### src/rtl/hdmi_timing_pkg.sv
// Shared types and the built-in CEA-861 mode table for the HDMI raster generator.
// Table constants are stored at counter width, so every compare is 11/10-bit unsigned.
package hdmi_timing_pkg;

  typedef struct packed {
    logic [10:0] frame_w;
    logic [9:0]  frame_h;
    logic [10:0] act_w;
    logic [9:0]  act_h;
    logic [10:0] hfp;
    logic [10:0] hs;
    logic [9:0]  vfp;
    logic [9:0]  vs;
    logic        sync_pos;
  } hdmi_mode_t;

  typedef enum logic {
    ST_IDLE = 1'b0,
    ST_PEND = 1'b1
  } req_state_t;

  localparam logic [1:0] MODE_VIC1  = 2'd0;
  localparam logic [1:0] MODE_VIC2  = 2'd1;
  localparam logic [1:0] MODE_VIC4  = 2'd2;
  localparam logic [1:0] MODE_VIC17 = 2'd3;

  // Positional order: frame_w, frame_h, act_w, act_h, hfp, hs, vfp, vs, sync_pos.
  localparam hdmi_mode_t MODE_TABLE [4] = '{
    '{11'd800,  10'd525, 11'd640,  10'd480, 11'd16,  11'd96, 10'd10, 10'd2, 1'b0},
    '{11'd858,  10'd525, 11'd720,  10'd480, 11'd16,  11'd62, 10'd9,  10'd6, 1'b0},
    '{11'd1650, 10'd750, 11'd1280, 10'd720, 11'd110, 11'd40, 10'd5,  10'd5, 1'b1},
    '{11'd864,  10'd625, 11'd720,  10'd576, 11'd12,  11'd64, 10'd5,  10'd5, 1'b0}
  };

endpackage

### src/rtl/hdmi_sync_decode.sv
// Window decode of de/hsync/vsync and line/frame strobes from the next counter values.
// Purely combinational; the top registers the results alongside cx/cy.
module hdmi_sync_decode
  import hdmi_timing_pkg::*;
(
  input  hdmi_mode_t  mode_entry,
  input  logic [10:0] cx_nxt,
  input  logic [9:0]  cy_nxt,
  output logic        de,
  output logic        hsync,
  output logic        vsync,
  output logic        line_start,
  output logic        frame_start
);

  logic [10:0] hs_beg;
  logic [10:0] hs_end;
  logic [9:0]  vs_beg;
  logic [9:0]  vs_end;
  logic        h_act;
  logic        v_act;

  assign hs_beg = mode_entry.act_w + mode_entry.hfp;
  assign hs_end = hs_beg + mode_entry.hs;
  assign vs_beg = mode_entry.act_h + mode_entry.vfp;
  assign vs_end = vs_beg + mode_entry.vs;

  assign h_act = (cx_nxt >= hs_beg) && (cx_nxt < hs_end);
  assign v_act = (cy_nxt >= vs_beg) && (cy_nxt < vs_end);

  // XNOR with the polarity bit: positive passes through, negative inverts.
  assign hsync       = h_act ~^ mode_entry.sync_pos;
  assign vsync       = v_act ~^ mode_entry.sync_pos;
  assign de          = (cx_nxt < mode_entry.act_w) && (cy_nxt < mode_entry.act_h);
  assign line_start  = (cx_nxt == 11'd0);
  assign frame_start = (cx_nxt == 11'd0) && (cy_nxt == 10'd0);

endmodule

### src/rtl/hdmi_timing_gen.sv
// Multi-mode CEA-861 raster generator; mode requests are held pending and applied at the frame wrap.
// state   | meaning
// IDLE    | no request outstanding, mode_busy=0
// PEND    | request latched in pend_mode, applied at next frame wrap
module hdmi_timing_gen
  import hdmi_timing_pkg::*;
#(
  parameter logic [1:0]  DEFAULT_MODE = 2'd0,
  parameter logic [10:0] START_X      = 11'd0,
  parameter logic [9:0]  START_Y      = 10'd0
) (
  input  logic        clk_pixel,
  input  logic        reset,
  input  logic [1:0]  mode_sel,
  input  logic        mode_req,
  output logic        mode_busy,
  output logic [1:0]  active_mode,
  output logic [10:0] cx,
  output logic [9:0]  cy,
  output logic        de,
  output logic        hsync,
  output logic        vsync,
  output logic        line_start,
  output logic        frame_start
);

  localparam logic SYNC_IDLE = ~MODE_TABLE[DEFAULT_MODE].sync_pos;

  req_state_t  state, state_nxt;
  logic [1:0]  pend_mode, pend_nxt;
  logic [1:0]  mode_nxt;
  logic [10:0] cx_nxt;
  logic [9:0]  cy_nxt;
  logic        h_end, v_end, frame_wrap;
  hdmi_mode_t  mode_cur;
  logic        de_d, hsync_d, vsync_d, line_start_d, frame_start_d;

  assign mode_cur   = MODE_TABLE[active_mode];
  assign h_end      = (cx == mode_cur.frame_w - 11'd1);
  assign v_end      = (cy == mode_cur.frame_h - 10'd1);
  assign frame_wrap = h_end && v_end;
  assign mode_busy  = (state == ST_PEND);

  always_comb begin
    state_nxt = state;
    pend_nxt  = pend_mode;
    mode_nxt  = active_mode;
    cx_nxt    = cx + 11'd1;
    cy_nxt    = cy;
    if (h_end) begin
      cx_nxt = 11'd0;
      cy_nxt = v_end ? 10'd0 : cy + 10'd1;
    end
    case (state)
      ST_IDLE: begin
        if (mode_req) begin
          state_nxt = ST_PEND;
          pend_nxt  = mode_sel;
        end
      end
      ST_PEND: begin
        if (mode_req) pend_nxt = mode_sel;
        // A request arriving on the wrap cycle re-arms PEND for the following frame.
        if (frame_wrap) begin
          mode_nxt  = pend_mode;
          state_nxt = mode_req ? ST_PEND : ST_IDLE;
        end
      end
      default: state_nxt = ST_IDLE;
    endcase
  end

  hdmi_sync_decode u_decode (
    .mode_entry  (MODE_TABLE[mode_nxt]),
    .cx_nxt      (cx_nxt),
    .cy_nxt      (cy_nxt),
    .de          (de_d),
    .hsync       (hsync_d),
    .vsync       (vsync_d),
    .line_start  (line_start_d),
    .frame_start (frame_start_d)
  );

  always_ff @(posedge clk_pixel) begin
    if (reset) begin
      state       <= ST_IDLE;
      pend_mode   <= DEFAULT_MODE;
      active_mode <= DEFAULT_MODE;
      cx          <= START_X;
      cy          <= START_Y;
      de          <= 1'b0;
      hsync       <= SYNC_IDLE;
      vsync       <= SYNC_IDLE;
      line_start  <= 1'b0;
      frame_start <= 1'b0;
    end else begin
      state       <= state_nxt;
      pend_mode   <= pend_nxt;
      active_mode <= mode_nxt;
      cx          <= cx_nxt;
      cy          <= cy_nxt;
      de          <= de_d;
      hsync       <= hsync_d;
      vsync       <= vsync_d;
      line_start  <= line_start_d;
      frame_start <= frame_start_d;
    end
  end

endmodule

### config.mk
export PLATFORM = sky130hd
export DESIGN_NAME = hdmi_timing_gen
export DESIGN_NICKNAME = d
export VERILOG_FILES = /design/src/rtl/hdmi_timing_pkg.sv /design/src/rtl/hdmi_sync_decode.sv /design/src/rtl/hdmi_timing_gen.sv
export SDC_FILE = /design/constraint.sdc
export NUM_CORES = 1
export LEC_CHECK = 0
export ABC_CLOCK_PERIOD_IN_PS = 8000
export CAP_MARGIN = 40
export CORE_AREA = 2 2 104 106
export DETAILED_ROUTE_END_ITERATION = 6
export DIE_AREA = 0 0 106 108
export PLACE_DENSITY = 0.79
export REMOVE_ABC_BUFFERS = 1
export SKIP_CTS_REPAIR_TIMING = 1
export SLEW_MARGIN = 20
export SYNTH_ARGS = -nofsm -noshare
export SYNTH_HDL_FRONTEND = slang
export SYNTH_HIERARCHICAL = 1
export SYNTH_SLANG_ARGS = --single-unit
### constraint.sdc
create_clock -name clk_pixel -period 8 [get_ports clk_pixel]
set_clock_uncertainty 0.1 [all_clocks]
set_input_delay 1.2 -clock clk_pixel [delete_from_list [all_inputs] [get_ports clk_pixel]]
set_output_delay 1.2 -clock clk_pixel [all_outputs]
set_load 0.005 [all_outputs]
==> results.tsv, run 1 <==
stage	metric	value	unit
detailed_routing	dr.pass1.iters	7	
final_layout	layout_cell_share_with_drive_strength_beyond_1	3.090	%
clocking	cts.path.max_buffers	2	
clocking	cts_tree	yes	
die	rows	37	
global_routing	maximum_number_of_pins_on_one_net_before_global_route_repair	25	
sta	final_period_minus_worst_setup_slack	7.273	ns
die	area_of_the_core_region	10230	µm²
global_routing	first_global_vias	4606	
detailed_routing	detail_route.iter0.violations	188	
worst_setup_path	worst_reg2reg_path_depth	24	
synthesis	post_synth.cell_area_avg	7.918	µm²
worst_setup_path	timing_worst_setup_path_type	reg -> reg	
sta	setup_violations	0	
worst_setup_path	setup.worst_path.end_class	flip-flop	
detailed_routing	via_per_inst	5.625	
die	floorplan.die.width	106	µm
placement	placement.io_buffers	33	
detailed_routing	postRouteWirelength	12130	µm
outcome	outcome	complete, no violations	
die	io_pins	34	
clocking	tritoncts.num_buffers	5	
worst_hold_path	min_path_type	reg -> reg	
final_layout	num-nets-final	834	
worst_setup_path	cp.required	8.08	ns
pwr	ir_drop	0.09054	mV
die	chipHeight	108	µm
final_layout	antennaDiodeCount	0	
sta	rsz_0062_raised_after_global_routing	false	
pwr	p_leak	2.865	nW
sta	fraction_of_the_cycle_the_final_worst_path_needs	90.91	%
worst_setup_path	cp-start-kind	flip-flop	
detailed_routing	ant_nets	0	
placement	place.gp.congestion	0.9001	
clocking	clk_pin_slew	0.08	ns
global_routing	globalRouteOverflowTotal	0	
clocking	numClockSinks	31	
worst_setup_path	crit_arrival	7.35	ns
clocking	insertion_delay	0.30	ns
detailed_routing	num_vias	4770	
worst_setup_path	worst-path-max-fanout	12	
sta	final_ws_setup	0.7275	ns
synthesis	post_synth_inst_count	630	
global_routing	first_pass_grt_wire_length	20560	µm
final_layout	util_after_layout	56.38	%
sta	max_slew_margin	50.21	%
synthesis	yosys_warnings	6	
final_layout	fin_cells	848	
die	design.die.area	11450	µm²
sta	worst_slew_pin_slew	0.7400	ns
detailed_routing	wl_per_cell	14.30	µm
worst_hold_path	min_path_cells	2	
die	initial_core_util	48.76	%
run	max_cap_violations	0	
placement	post-place-cells	840	
sta	drv_slew	0	
detailed_routing	drc	0	
final_layout	layout-area-overhead-vs-synth	15.63	%
sta	final_hold_viol_count	0	
placement	dp_hpwl	9870	µm
sta	max_freq	137.5	MHz
global_routing	antenna_found_initial	0	
placement	post_placement_setup_slack	0.8649	ns
pwr	power_density	86.91	nW/µm²
clocking	htree_levels	2	
sta	aggregate_negative_setup_slack	0	ns
clocking	cts_root_buffer	clkbuf_8	
global_routing	grt_util_all_layers	21.64	%
synthesis	syn_area	4989	µm²
## path summary, 6_finish.rpt
path | to | slack (ns) | start
setup / recovery | hsync$_SDFF_PP1_ | 0.73 | active_mode[0]$_SDFF_PP0_
hold / removal | mode_busy$_SDFF_PP0_ | 0.41 | mode_busy$_SDFF_PP0_
hold reg to reg | mode_busy$_SDFF_PP0_ | 0.41 | mode_busy$_SDFF_PP0_
setup reg to reg | hsync$_SDFF_PP1_ | 0.73 | active_mode[0]$_SDFF_PP0_
## power breakdown
part	leakage, nW	switching, mW	total, mW	internal [mW]
clock network	0.0513	0.0640	0.155	0.0913
logic	2.56	0.102	0.185	0.0826
registers	0.252	0.00376	0.161	0.157
total	2.86	0.170	0.501	0.331
## stage by stage
stage	instance area [µm²]	hold WS [ns]	power, mW
floorplan	5121	0.3721	0.3040
global placement	5650	0.3781	0.3327
detailed placement	5650	0.3939	0.3401
CTS	5753	0.4058	0.4937
global route	5768	0.4301	0.5327
finish	5768	0.4071	0.5013
## layout by cell type (no fill, tap or decap), types with 7 or more instances in the layout
cell,count
nor2b_1,13
xor2_1,35
a21o_1,10
nand2_1,42
nand4_1,7
a21oi_1,52
a31oi_1,11
nand3_1,15
clkdlybuf4s50_1,33
mux2i_1,7
inv_1,57
and3_1,7
dfxtp_1,31
nand2b_1,15
nand4b_1,8
conb_1,49
nor3_1,13
ha_1,113
o21ai_0,32
xnor2_1,20
nor2_1,46
## sequential cells by signal, indices dropped and copies added (netlist names)
register,count
hsync,1
frame_start,1
de,1
cx,11
active_mode,2
cy,10
pend_mode,2
line_start,1
mode_busy,1
vsync,1
## final cells by class
cell class / count / area [µm²]
clock buffer: 6 / 72.57
clock inverter: 1 / 30.03
timing repair buffer: 37 / 367.9
sequential: 31 / 620.6
fill: 932 / 4463
multi-input combinational: 580 / 4293
tap: 136 / 170.2
inverter: 57 / 214.0
## per-layer routing
metal  wire length (µm)  GRT usage [%]  vias up
li1                   -              -     2378
met1               5456          26.37     2248
met2               5861          38.99      115
met5                  0              0        -
met4                327          7.425        0
met3                482          3.195       29
## critical path: stages (launching register included)
cell and delay (ns):
dfxtp_1 0.51, inv_1 0.17, ha_1 0.31, nor4b_1 0.40, xnor2_1 0.37, nand3_1 0.51, or3_1 0.67, mux2_4 0.38
ha_1 0.21, buf_4 0.20, ha_1 0.27, a2111oi_0 0.61, o21bai_1 0.21, a21oi_2 0.23, xnor2_1 0.17, ha_1 0.24
o211ai_1 0.11, nand2_1 0.09, o21ai_0 0.07, a311oi_1 0.26, xor2_1 0.19, ha_1 0.25, a211oi_1 0.27, xnor2_1 0.09
or2_2 0.27
No activity file was read; power rests on OpenSTA's default activity.
==> run 2: changes to the inputs <==
- ABC_AREA: not set -> 1
- CORE_AREA: 2 2 104 106 -> 2 2 110 112
- CTS_CLUSTER_SIZE: not set -> 16
- DIE_AREA: 0 0 106 108 -> 0 0 112 114
==> run 2 against run 1 <==
Via count rose by 19%. Hold slack got worse by 0.030 ns. Critical path depth rose by 11. Core utilization is 1.3 points lower. Sequential share of layout area fell by 1.1 points. Sequential power about the same. Cell area rose by 12%. Maximum frequency increased by 8.9%. Power grew 16%. Die area grew 12%. Setup slack improved by 0.59 ns.
==> results.tsv, run 2 <==
stage	metric	value	unit
outcome	outcome	complete, no violations	
worst_hold_path	min_path_cells	2	
final_layout	num-nets-final	1070	
die	floorplan.die.width	112	µm
detailed_routing	drc	0	
global_routing	first_global_vias	5130	
final_layout	layout-area-overhead-vs-synth	13.90	%
worst_setup_path	timing_worst_setup_path_type	reg -> reg	
clocking	insertion_delay	0.28	ns
pwr	clock_power_share	38.2	%
final_layout	largest_register_ffs	11	
die	area_of_the_core_region	11710	µm²
final_layout	biggestRegsByFlops	cx: 11 flops, cy: 10 flops	
worst_setup_path	worst-path-max-fanout	14	
clocking	htree_levels	2	
pwr	fin_total_pwr	583.3	µW
sta	final_hold_viol_count	0	
detailed_routing	ant_nets	0	
final_layout	largest-register	cx	
clocking	numClockSinks	31	
detailed_routing	detail_route.iter0.violations	258	
worst_setup_path	worst_reg2reg_path_depth	35	
sta	setup_violations	0	
sta	max_slew_margin	50.64	%
pwr	share_comb_of_total_power	34.0	%
sta	max_freq	149.7	MHz
worst_setup_path	setup.worst_path.end_class	flip-flop	
detailed_routing	num_vias	5667	
worst_setup_path	cp_num_buf_inv	4	
worst_setup_path	cp.depth	35	
final_layout	fin_cells	1096	
global_routing	globalRouteOverflowTotal	0	
pwr	power_frac_seq	27.8	%
pwr	cellInternalPower	392.5	µW
die	rows	40	
worst_setup_path	timing.critical_path.slowest_stage_cell	nor2_1	
placement	post-place-cells	1088	
global_routing	maximum_number_of_pins_on_one_net_before_global_route_repair	31	
worst_setup_path	critical_path.most_common_cell	nand2_1	
placement	dpl-instance-area	6275	µm²
worst_setup_path	cp.required	8.06	ns
detailed_routing	wl_per_cell	12.42	µm
final_layout	leading_cell_type_in_the_layout_fill_and_taps_excluded	nand2_1	
global_routing	grt_util_all_layers	21.26	%
pwr	power_switching_share	32.71	%
sta	fraction_of_the_cycle_the_final_worst_path_needs	83.48	%
final_layout	layout.cells.most_common_list	nand2_1, inv_1, ha_1	
detailed_routing	via_per_inst	5.171	
placement	dp_hpwl	11230	µm
synthesis	syn_area	5662	µm²
placement	place.gp.congestion	0.8681	
synthesis	post_synth_inst_count	871	
worst_setup_path	cp-start-kind	flip-flop	
final_layout	finish.instance_area	6449	µm²
sta	final_period_minus_worst_setup_slack	6.678	ns
sta	aggregate_negative_setup_slack	0	ns
synthesis	post_synth.cell_area_avg	6.500	µm²
die	initial_core_util	48.34	%
clocking	clk_pin_slew	0.06	ns
sta	drv_slew	0	
pwr	ir_drop	0.06881	mV
pwr	p_leak	3.477	nW
die	chipHeight	114	µm
clocking	cts.path.max_buffers	2	
detailed_routing	postRouteWirelength	13610	µm
clocking	cts_tree	yes	
worst_hold_path	min_path_type	reg -> reg	
global_routing	first_pass_grt_wire_length	22930	µm
final_layout	layout_cell_share_with_drive_strength_beyond_1	6.322	%
final_layout	num-fill-cells	1166	
pwr	power_density	90.45	nW/µm²
worst_setup_path	crit_arrival	6.74	ns
clocking	tritoncts.num_buffers	5	
pwr	power.net_switching	190.8	µW
die	design.die.area	12770	µm²
worst_setup_path	crit_path_max_incr_delay	0.56	ns
clocking	cts_root_buffer	clkbuf_16	
placement	placement.io_buffers	33	
die	io_pins	34	
worst_setup_path	critical_path.top_delay_family	simple AND/OR/NAND/NOR gates	
synthesis	yosys_warnings	6	
run	max_cap_violations	0	
global_routing	antenna_found_initial	0	
final_layout	util_after_layout	55.06	%
sta	worst_slew_pin_slew	0.7377	ns
final_layout	antennaDiodeCount	0	
detailed_routing	dr.pass1.iters	5	
sta	rsz_0062_raised_after_global_routing	false	
==> run 2: layer usage <==
| layer | track usage, % | share of wire [%] |
|---|---|---|
| met3 | 1.913 | 4.5 |
| met1 | 27.27 | 46 |
| met5 | 0 | 0 |
| met4 | 5.854 | 1.8 |
| met2 | 38.34 | 48 |
==> run 2: area by class of cell <==
class / instances / area [µm²] / share of cell area (%)
clock buffer: 6 / 138.9 / 2.154
clock inverter: 2 / 35.03 / 0.5433
inverter: 141 / 529.3 / 8.207
multi-input combinational: 735 / 4603 / 71.38
sequential: 31 / 620.6 / 9.624
tap: 147 / 183.9 / 2.852
timing repair buffer: 34 / 337.8 / 5.239
==> run 2: per-stage QoR <==
stage | setup WS, ns | hold slack [ns]
5_1_grt | 0.5555 | 0.4088
6_report | 1.322 | 0.3771
2_1_floorplan | 2.307 | 0.3291
3_5_place_dp | 1.367 | 0.3594
4_1_cts | 1.342 | 0.3755
3_3_place_gp | 1.581 | 0.3585
==> run 2: final timing paths <==
kind                             startpoint                        end  slack (ns)
setup / recovery  active_mode[0]$_SDFF_PP0_           hsync$_SDFF_PP1_        1.32
hold / removal    pend_mode[1]$_SDFFE_PP0P_  pend_mode[1]$_SDFFE_PP0P_        0.38
setup reg to reg  active_mode[0]$_SDFF_PP0_           hsync$_SDFF_PP1_        1.32
hold reg to reg   pend_mode[1]$_SDFFE_PP0P_  pend_mode[1]$_SDFFE_PP0P_        0.38
==> run 2: worst min-delay path: stages, from the launching register on <==
cell     delay, ns
dfxtp_1       0.29
inv_1         0.07
a21oi_1       0.06
==> run 2: power groups by stage <==
stage / registers [mW] / logic, mW / clock network, mW
6_report: 0.162 / 0.198 / 0.223
5_1_grt: 0.162 / 0.227 / 0.232
4_1_cts: 0.162 / 0.192 / 0.223
3_5_place_dp: 0.165 / 0.191 / 0
3_3_place_gp: 0.165 / 0.188 / 0
2_1_floorplan: 0.164 / 0.152 / 0
==> run 3: changes to the inputs <==
- ABC_CLOCK_PERIOD_IN_PS: 8000 -> 5400
- PLACE_DENSITY: 0.79 -> 0.82
- clock period: 8 -> 5.4 ns (I/O delays scaled with it)
==> run 3 against run 2 <==
Flip-flop and latch count stayed put. Power rose by 56%. Largest cell class unchanged. Cell area grew 9.3%. Combinational power increased by 69%. Register-to-register slack worse by 1.0 ns. Final cell count rose by 2.6%. Critical path depth up 2. Highest routed layer unchanged.
==> results.tsv, run 3 (synthesis results as in run 2) <==
stage	metric	value	unit
outcome	outcome	complete, no violations	
placement	post_placement_setup_slack	-0.05298	ns
sta	setup_violations	0	
worst_setup_path	worst_reg2reg_path_depth	37	
global_routing	first_pass_grt_wire_length	24120	µm
worst_setup_path	critical_path.most_common_cell	nand2_1	
placement	place.gp.congestion	0.9020	
placement	placement.io_buffers	33	
final_layout	fin_cells	1124	
detailed_routing	drc	0	
final_layout	num-fill-cells	1050	
final_layout	layout-area-overhead-vs-synth	24.46	%
sta	fraction_of_the_cycle_the_final_worst_path_needs	94.69	%
sta	final_hold_viol_count	0	
final_layout	largest_register_ffs	11	
placement	post-place-cells	1111	
clocking	insertion_delay	0.28	ns
worst_setup_path	timing_worst_setup_path_type	reg -> reg	
placement	dp_hpwl	11770	µm
worst_setup_path	cp-startpoint	active_mode[1]$_SDFF_PP0_	
worst_setup_path	cp_num_buf_inv	4	
sta	final_ws_setup	0.2866	ns
worst_hold_path	hp-start	pend_mode[0]$_SDFFE_PP0P_	
run	max_cap_violations	0	
worst_hold_path	min_path_type	reg -> reg	
worst_hold_path	min_path_cells	2	
final_layout	antennaDiodeCount	0	
detailed_routing	via_per_inst	5.260	
detailed_routing	postRouteWirelength	15320	µm
die	area_of_the_core_region	11710	µm²
worst_setup_path	crit_path_max_incr_delay	0.36	ns
worst_setup_path	critical_path.top_delay_family	simple AND/OR/NAND/NOR gates	
die	rows	40	
global_routing	maximum_number_of_pins_on_one_net_before_global_route_repair	31	
global_routing	first_global_vias	5430	
clocking	cts_root_buffer	clkbuf_16	
final_layout	largest-register	cx	
clocking	cts.path.max_buffers	2	
clocking	clk_pin_slew	0.06	ns
die	floorplan.die.width	112	µm
detailed_routing	detail_route.iter0.violations	419	
die	chipHeight	114	µm
clocking	numClockSinks	31	
final_layout	leading_cell_type_in_the_layout_fill_and_taps_excluded	nand2_1	
detailed_routing	dr.pass1.iters	5	
worst_setup_path	worst-path-max-fanout	6	
worst_setup_path	timing.rr.start	active_mode[1]$_SDFF_PP0_	
global_routing	grt_util_all_layers	22.52	%
pwr	p_leak	3.651	nW
pwr	power_density	129.1	nW/µm²
clocking	htree_levels	2	
final_layout	num-nets-final	1098	
worst_setup_path	crit_arrival	5.18	ns
final_layout	layout.cells.most_common_list	nand2_1, inv_1, ha_1	
sta	final_period_minus_worst_setup_slack	5.113	ns
final_layout	util_after_layout	60.17	%
sta	max_freq	195.6	MHz
worst_setup_path	cp-start-kind	flip-flop	
worst_setup_path	cp.required	5.47	ns
final_layout	biggestRegsByFlops	cx: 11 flops, cy: 10 flops	
clocking	cts_tree	yes	
global_routing	globalRouteOverflowTotal	0	
detailed_routing	ant_nets	0	
worst_setup_path	setup.worst_path.end_class	flip-flop	
pwr	ir_drop	0.1561	mV
die	initial_core_util	48.34	%
detailed_routing	wl_per_cell	13.63	µm
sta	drv_slew	0	
final_layout	layout_cell_share_with_drive_strength_beyond_1	15.15	%
die	design.die.area	12770	µm²
worst_setup_path	cp.depth	37	
clocking	tritoncts.num_buffers	5	
die	io_pins	34	
detailed_routing	num_vias	5912	
global_routing	antenna_found_initial	0	
worst_setup_path	timing.critical_path.slowest_stage_cell	dfxtp_4	
[run 3: changes by cell type in the layout (fill, tap and decap cells not counted), sizes merged]
cell  delta
buf     +28
[run 3: layer usage]
metal,track usage (%),part of all wire (%),vias to the layer above
met5,0,0,-
met4,7.073,3.2,0
met3,1.966,4.0,42
met2,40.16,49,162
met1,28.94,44,2695
li1,-,-,3013
[run 3: path summary, 6_finish.rpt]
kind	endpoint	slack, ns
hold / removal	pend_mode[0]$_SDFFE_PP0P_	0.38
setup / recovery	hsync$_SDFF_PP1_	0.29
hold reg to reg	pend_mode[0]$_SDFFE_PP0P_	0.38
setup reg to reg	hsync$_SDFF_PP1_	0.29
[run 3: power by group]
group | switching, mW | total, mW | leakage [nW] | internal, mW
logic | 0.197 | 0.334 | 3.31 | 0.138
registers | 0.00470 | 0.238 | 0.253 | 0.233
clock network | 0.108 | 0.337 | 0.0868 | 0.229
[run 3: layout make-up]
class                   count  area, µm²  area share [%]
well taps                 147      183.9           2.610
clock inverters             2      35.03          0.4972
flip-flops and latches     31      624.3           8.860
multi-input cells         735       4972           70.56
inverters                 141      529.3           7.511
clock buffers               6      138.9           1.971
repair buffers             62      563.0           7.990
[run 3: tightest hold or removal path: stages, from the launching register on]
cell	delay [ns]
dfxtp_1	0.30
inv_1	0.07
a21oi_1	0.06
[run 3: through the flow]
stage	TNS [ns]	cell area (µm²)	hold WS (ns)	power [mW]
floorplan	-0.3129	5753	0.3291	0.4690
global placement	0	6447	0.3587	0.5239
detailed placement	-0.05298	6447	0.3634	0.5304
CTS	-0.08024	6621	0.3702	0.8633
global route	-0.1695	7047	0.4126	0.9663
finish	0	7047	0.3756	0.9096
